`config.mk`:
```
export PLATFORM = sky130hd
export DESIGN_NAME = pattern_recorder_flat
export DESIGN_NICKNAME = d
export VERILOG_FILES = /design/src/rtl/pattern_recorder_if.sv /design/src/rtl/pattern_recorder.sv /design/src/flat_wrapper.sv
export SDC_FILE = /design/constraint.sdc
export NUM_CORES = 1
export LEC_CHECK = 0
export ABC_CLOCK_PERIOD_IN_PS = 3780
export CORE_ASPECT_RATIO = 0.6
export CORE_MARGIN = 3
export CORE_UTILIZATION = 60
export CTS_CLUSTER_DIAMETER = 50
export DETAILED_ROUTE_END_ITERATION = 10
export MAX_ROUTING_LAYER = met4
export PLACE_DENSITY = 0.8
export SLEW_MARGIN = 20
export SYNTH_ARGS = -nofsm -noshare
export SYNTH_HDL_FRONTEND = slang
export SYNTH_SLANG_ARGS = --single-unit
```
`constraint.sdc`:
```
create_clock -name CLOCK_50 -period 3.78 [get_ports CLOCK_50]
set_clock_uncertainty 0.05 [all_clocks]
set_input_delay 0.756 -clock CLOCK_50 [delete_from_list [all_inputs] [get_ports CLOCK_50]]
set_output_delay 0.756 -clock CLOCK_50 [all_outputs]
set_load 0.01 [all_outputs]
```
`src/rtl/pattern_recorder_if.sv`:
```
// Purpose: bundles the tap/record controls, beat index and pattern outputs of the pattern recorder.
// Latency: none, this is wiring only.
// Backpressure: none; every signal is a plain level or pulse.
interface pattern_recorder_if;
  logic       tap;
  logic       rec_start;
  logic       clear;
  logic       toggle_en;
  logic [2:0] beat;
  logic [7:0] pattern;
  logic       recording;
  logic       rec_done;

  modport master (
    output tap, rec_start, clear, toggle_en, beat,
    input  pattern, recording, rec_done
  );

  modport slave (
    input  tap, rec_start, clear, toggle_en, beat,
    output pattern, recording, rec_done
  );
endinterface

```
`src/rtl/pattern_recorder.sv`:
```
// Purpose: debounces a tap key, quantizes each tap to the nearest of 8 steps and sets/toggles that pattern bit.
// Latency: raw tap to pattern is 2 sync + DEBOUNCE_CYCLES + 1 edge + 1 update cycles.
// Backpressure: none; inputs are sampled every cycle and taps outside IDLE/RECORD are dropped.
module pattern_recorder #(
  parameter int STEP_CYCLES     = 12500001,
  parameter int DEBOUNCE_CYCLES = 500000
) (
  input  logic              CLOCK_50,
  input  logic              reset,
  pattern_recorder_if.slave bus
);

  localparam int PH_W = $clog2(STEP_CYCLES);
  localparam int DB_W = $clog2(DEBOUNCE_CYCLES + 1);
  localparam logic [PH_W-1:0] PH_MAX  = PH_W'(STEP_CYCLES - 1);
  localparam logic [PH_W-1:0] PH_HALF = PH_W'(STEP_CYCLES / 2);
  localparam logic [DB_W-1:0] DB_LAST = DB_W'(DEBOUNCE_CYCLES - 1);

  typedef enum logic [1:0] {IDLE, ARM, RECORD} state_t;

  logic            sync1_q, sync2_q;
  logic            stable_q, stable_d;
  logic            stable_dly_q;
  logic [DB_W-1:0] db_cnt_q, db_cnt_d;
  logic [2:0]      beat_q;
  logic [PH_W-1:0] phase_q, phase_d;
  state_t          state_q, state_d;
  logic [7:0]      pattern_q, pattern_d;
  logic            recording_q, recording_d;
  logic            rec_done_q, rec_done_d;

  logic            tap_evt;
  logic            beat_tick;
  logic            bar_start;
  logic [2:0]      tgt;

  // Tap conditioning, step-phase tracking and tap-to-step quantization.
  always_comb begin
    stable_d = stable_q;
    db_cnt_d = '0;
    if (sync2_q != stable_q) begin
      if (db_cnt_q == DB_LAST) begin
        stable_d = sync2_q;
      end else begin
        db_cnt_d = db_cnt_q + DB_W'(1);
      end
    end
    // Only presses count as taps; releases are filtered here.
    tap_evt   = stable_q & ~stable_dly_q;
    beat_tick = (bus.beat != beat_q);
    bar_start = beat_tick && (bus.beat == 3'd0);
    if (beat_tick) begin
      phase_d = '0;
    end else if (phase_q == PH_MAX) begin
      phase_d = phase_q;
    end else begin
      phase_d = phase_q + PH_W'(1);
    end
    // Late taps round up to the next step; 3-bit add wraps step 7 to step 0.
    tgt = (phase_q < PH_HALF) ? beat_q : beat_q + 3'd1;
  end

  // Record-mode FSM and pattern writes; clear overrides every write.
  always_comb begin
    state_d    = state_q;
    pattern_d  = pattern_q;
    rec_done_d = 1'b0;
    case (state_q)
      IDLE: begin
        if (tap_evt && bus.toggle_en) pattern_d[tgt] = ~pattern_q[tgt];
        if (bus.rec_start) state_d = ARM;
      end
      ARM: begin
        if (bar_start) begin
          state_d   = RECORD;
          pattern_d = '0;
        end
      end
      RECORD: begin
        if (tap_evt) pattern_d[tgt] = 1'b1;
        if (bar_start) begin
          state_d    = IDLE;
          rec_done_d = 1'b1;
        end
      end
      default: state_d = IDLE;
    endcase
    if (bus.clear) pattern_d = '0;
    recording_d = (state_d == RECORD);
  end

  // All state registers, synchronous active-high reset.
  always_ff @(posedge CLOCK_50) begin
    if (reset) begin
      sync1_q      <= 1'b0;
      sync2_q      <= 1'b0;
      stable_q     <= 1'b0;
      stable_dly_q <= 1'b0;
      db_cnt_q     <= '0;
      beat_q       <= 3'd0;
      phase_q      <= '0;
      state_q      <= IDLE;
      pattern_q    <= 8'h00;
      recording_q  <= 1'b0;
      rec_done_q   <= 1'b0;
    end else begin
      sync1_q      <= bus.tap;
      sync2_q      <= sync1_q;
      stable_q     <= stable_d;
      stable_dly_q <= stable_q;
      db_cnt_q     <= db_cnt_d;
      beat_q       <= bus.beat;
      phase_q      <= phase_d;
      state_q      <= state_d;
      pattern_q    <= pattern_d;
      recording_q  <= recording_d;
      rec_done_q   <= rec_done_d;
    end
  end

  assign bus.pattern   = pattern_q;
  assign bus.recording = recording_q;
  assign bus.rec_done  = rec_done_q;

endmodule

```
`src/flat_wrapper.sv`:
```
// flat-port wrapper written by rule: the top's interface ports become plain ports
module pattern_recorder_flat 
#(
  parameter int STEP_CYCLES     = 12500001,
  parameter int DEBOUNCE_CYCLES = 500000
)
  (CLOCK_50, reset, bus_tap, bus_rec_start, bus_clear, bus_toggle_en, bus_beat, bus_pattern, bus_recording, bus_rec_done);
  pattern_recorder_if bus_i ();
  input  logic CLOCK_50;
  input  logic reset;
  input wire logic [$bits(bus_i.tap)-1:0] bus_tap;
  input wire logic [$bits(bus_i.rec_start)-1:0] bus_rec_start;
  input wire logic [$bits(bus_i.clear)-1:0] bus_clear;
  input wire logic [$bits(bus_i.toggle_en)-1:0] bus_toggle_en;
  input wire logic [$bits(bus_i.beat)-1:0] bus_beat;
  output wire logic [$bits(bus_i.pattern)-1:0] bus_pattern;
  output wire logic [$bits(bus_i.recording)-1:0] bus_recording;
  output wire logic [$bits(bus_i.rec_done)-1:0] bus_rec_done;
  assign bus_i.tap = bus_tap;
  assign bus_i.rec_start = bus_rec_start;
  assign bus_i.clear = bus_clear;
  assign bus_i.toggle_en = bus_toggle_en;
  assign bus_i.beat = bus_beat;
  assign bus_pattern = bus_i.pattern;
  assign bus_recording = bus_i.recording;
  assign bus_rec_done = bus_i.rec_done;
  pattern_recorder #(.STEP_CYCLES(STEP_CYCLES), .DEBOUNCE_CYCLES(DEBOUNCE_CYCLES)) u_core (.CLOCK_50(CLOCK_50), .reset(reset), .bus(bus_i));
endmodule
```
Word level (Yosys, flattened, before mapping)
Cells that the tools add are included.

Magnitude comparators: 3. Reduce and logical (&&, ||, !) cells: 12. Equality and inequality tests: 10. Mux-type cells: 15. Bitwise logic cells: 6. Multipliers: 0. Div/mod/pow operators: 0. Add/sub/neg operators: 3. Shift-type cells: 0.

Operator list (count): adder 24 x 1 -> 24 bit, second input constant (1); == test 24 bit, second input constant (1); < comparator 24 x 23 -> 1 bit, second input constant (1); two-way mux 8 bit (3); case mux 8 bit (3 select lines) (1); adder 19 x 1 -> 19 bit, second input constant (1); == test 19 bit, second input constant (1); bitwise mux 8 bit (1); bitwise OR 8 bit (1); two-way mux 2 bit (3); inequality test 2 x 1 -> 1 bit, second input constant (3); case mux 2 bit (3 select lines) (1); OR reduction 2 bit (3); == test 2 bit, second input constant (2); < comparator 3 x 4 -> 1 bit, second input constant (1); NOT 1 bit (4); AND reduction 4 bit (1); adder 3 x 1 -> 3 bit, second input constant (1); binary-select mux 1 bit (select 3 bit) (1); demux 1 bit (select 3 bit) (1); >= comparator 3 x 1 -> 1 bit, second input constant (1); logical AND 1 bit (3); zero test 3 bit (1); two-way mux 1 bit (3); other kinds (9) (9).

Logic and storage cells: 60. Bits in registers: 62. Output and inout port bits: 10. Input port bits: 9. Memories kept: 0. Memory bits (read-only): 0. Latch bits: 0. Bits in writable memories: 0.

Depth between registers and ports, before layout
Depth after elaboration: 9. Depth in mapped cells: 9. Gate-level depth less buffers: 9.

Worst setup path after synthesis
No wires, ideal clock.

Kind: input-to-reg. From: in bus_beat[0]. To: reg with a tool-made name. Arrival: 2.427 ns. Stages on the path: 5. Path buffers: 0. Data required time: 3.579 ns. Slack: 1.152 ns. Cells stage by stage: or4_4 > a221oi_4 > nand2b_2 > o41ai_2 > a311oi_1.

RTL lines: start, declared (RTL line flat_wrapper.sv:15) `input wire logic [$bits(bus_i.beat)-1:0] bus_beat;`.

==> qor.txt <==
leading register cell type out of synthesis = dfxtp_1
period utilization = 0.729
register bit total from synthesis = 62
unrepaired setup endpoints after global routing = no
Post-Layout Inst Area = 0.00357 mm²
pre-CTS setup slack = 0.695 ns
vias in the first global route = 2370
EDFF count, synth = 0
CTS tree = done
Multi-input gate area = 0.00180 mm²
Post-CTS Resized = 0
Worst R2R Setup Slack = 1.06 ns
clock sinks = 62
Final min period = 2.75 ns
Area Overhead vs Synth = 13.0%
DRC Markers = 0
WHS = 0.398 ns
Power Total = 1.33 mW
VDD IR max = 0.223 mV
fmax = 363 MHz
fill count = 379
max_cap viols = 0
Startpoint Class = primary input
yosys warns = 0
reg-to-reg startpoint = u_core.phase_q[4]
Die Area = 0.00620 mm²
status = complete, no violations
share of cells above drive strength 1 = 0.105
num ports = 19
relative slew slack = 0.439
first-pass GRT wire length = 11200 µm
Wirelength per Cell = 14.3 µm
Critical Path Start = bus_beat[0]
CP Data Required Time = 3.91 ns
cts hold-fix bufs = 0
WL final = 6200 µm
final cell count without fillers = 434
met2 Use GR = 0.311
max-slew violation count = 0
grt total ovfl = 0
setup violators final = 0
die height = 62.2 µm
gpl congestion = 0.836
clk slew on worst S/H paths = 0.07 ns
syn avg cell area = 9.18 µm²
share of flip-flops with an asynchronous set or reset = 0
met3 usage in global routing = 0.0515
Seq. cell area = 0.00124 mm²
utilization after layout = 0.739
CTS buffer count = 9
GRT Overall Usage = 0.226
Fin. Hold Viols = 0
worst-margin pin slew = 0.842 ns
DRT iter0 DRCs = 138
total setup buffers inserted after CTS = 0
DP Wirelength = 4490 µm
Worst Setup End Kind = flop
Final ANT Viol Nets = 0
setup_tns = 0 ns
Worst Reg2Reg Path Length in Cells = 6
Cell variety after synth = 59
Worst Slack Setup Final = 1.03 ns
antenna cell count = 0
Crit Path Class = in2reg
Post-Syn Nets = 361
later-pin clock latency in the skew report = 0.34 ns
PD cells = 373 mW/mm²
DIE WIDTH = 99.7 µm
core area = 0.00483 mm²
pin count of the biggest net entering global routing = 25
Mapped Cells = 344
H-tree depth = 3
initial core utilization = 0.654
met1 Use GR = 0.327
leakage dissipation = 1.21 nW
nets = 383
clock tree buffer depth = 2
arrival time worst endpoint = 2.88 ns
Vias = 2486
Post-Syn Area = 0.00316 mm²
Seq/Total Area, Yosys = 0.393
Cells after DPL = 418
gr busiest metal = met1
initial antenna violation count = 0
Placed Area = 0.00337 mm²
DR vias/cell = 5.73
Pre-antenna DRT Iters = 4
Hold Path Class = reg2reg
site row count = 19
root buffer cell = clkbuf_8
Buffers on Ports = 18
CP max FO = 4
==> placed cells by master, fill, tap and decap left out, drive strengths merged, types with 8 or more instances in the layout <==
| cell | netlist | layout |
|---|---|---|
| dfxtp | 62 | 62 |
| a31oi | 8 | 8 |
| clkdlybuf4s50 | 0 | 18 |
| inv | 12 | 13 |
| o21ai | 10 | 10 |
| a311oi | 8 | 8 |
| a21oi | 12 | 12 |
| and3 | 10 | 10 |
| xor2 | 27 | 27 |
| ha | 8 | 8 |
| clkbuf | 5 | 10 |
| nand2 | 24 | 24 |
| xnor2 | 12 | 12 |
| nand3 | 13 | 13 |
| nor2 | 44 | 44 |
| or3 | 10 | 10 |
==> metal layers <==
| metal | vias to the layer above | part of all wire |
|---|---|---|
| li1 | 1277 | - |
| met1 | 1144 | 0.53 |
| met2 | 61 | 0.41 |
| met3 | 4 | 0.058 |
| met4 | 0 | 0.0037 |
| met5 | - | 0 |
==> synth_stat cells, types with 2 or more instances <==
cell,instances,share of area
nor4b_1,3,0.0083
xor2_1,26,0.072
nor2b_1,7,0.014
nand2_1,23,0.027
o211ai_1,2,0.0048
nor3_1,5,0.0079
a31oi_1,8,0.016
or4_4,2,0.0071
nand3_1,13,0.021
clkbuf_1,5,0.0059
nor4_1,3,0.0059
nor4bb_1,2,0.0063
dfxtp_1,62,0.39
xnor2_1,12,0.033
or2b_2,2,0.0055
or2_2,2,0.0040
nor2_1,44,0.052
a21oi_1,12,0.019
a311oi_1,8,0.022
o21ai_0,9,0.014
mux4_2,2,0.014
or3_1,10,0.020
ha_1,8,0.032
and3_1,9,0.018
and4_1,2,0.0055
a211oi_1,6,0.014
nand4_1,7,0.014
buf_6,2,0.0071
and2_1,4,0.0079
mux2i_1,4,0.013
inv_1,12,0.014
==> worst max-delay path, stage by stage <==
cell	delay [ns]
clkdlybuf4s50_1	0.46
or4_4	0.60
a221oi_4	0.34
nand2b_2	0.14
o41ai_2	0.45
a311oi_1	0.15
==> power by group <==
group | leakage [nW] | internal, mW | switching [mW]
Combinational | 0.621 | 0.0407 | 0.0517
Clock | 0.0931 | 0.309 | 0.264
Sequential | 0.501 | 0.659 | 0.00822
==> how the worst min path moves through the flow <==
stage | start | end | slack (ns) | depth (start not counted)
6_report | u_core.sync1_q | u_core.sync2_q | 0.40 | 1
5_1_grt | u_core.sync1_q | u_core.sync2_q | 0.43 | 1
4_1_cts | u_core.sync1_q | u_core.sync2_q | 0.40 | 1
3_5_place_dp | u_core.sync1_q | u_core.sync2_q | 0.39 | 1
3_3_place_gp | u_core.sync1_q | u_core.sync2_q | 0.37 | 1
2_1_floorplan | u_core.sync1_q | u_core.sync2_q | 0.36 | 1
==> kinds of logic (layout without fill, tap and decap cells) <==
logic type | after synthesis | after routing | share of synthesized area
AOI/OAI and AO/OA | 60 | 60 | 0.151
xor gates and xnor gates | 39 | 39 | 0.114
adders and majority gates | 8 | 8 | 0.0317
buffers and inverters | 22 | 49 | 0.0364
DFF | 62 | 62 | 0.393
muxes | 6 | 6 | 0.0269
and+or+nand+nor | 147 | 147 | 0.247
==> area by class of cell <==
type	count	area share
Clock buffer	10	0.0358
Clock inverter	6	0.0200
Inverter	12	0.0126
Multi-Input combinational cell	260	0.505
Sequential cell	62	0.348
Tap cell	63	0.0221
Timing Repair Buffer	21	0.0568
No activity file was read; power rests on OpenSTA's default activity.
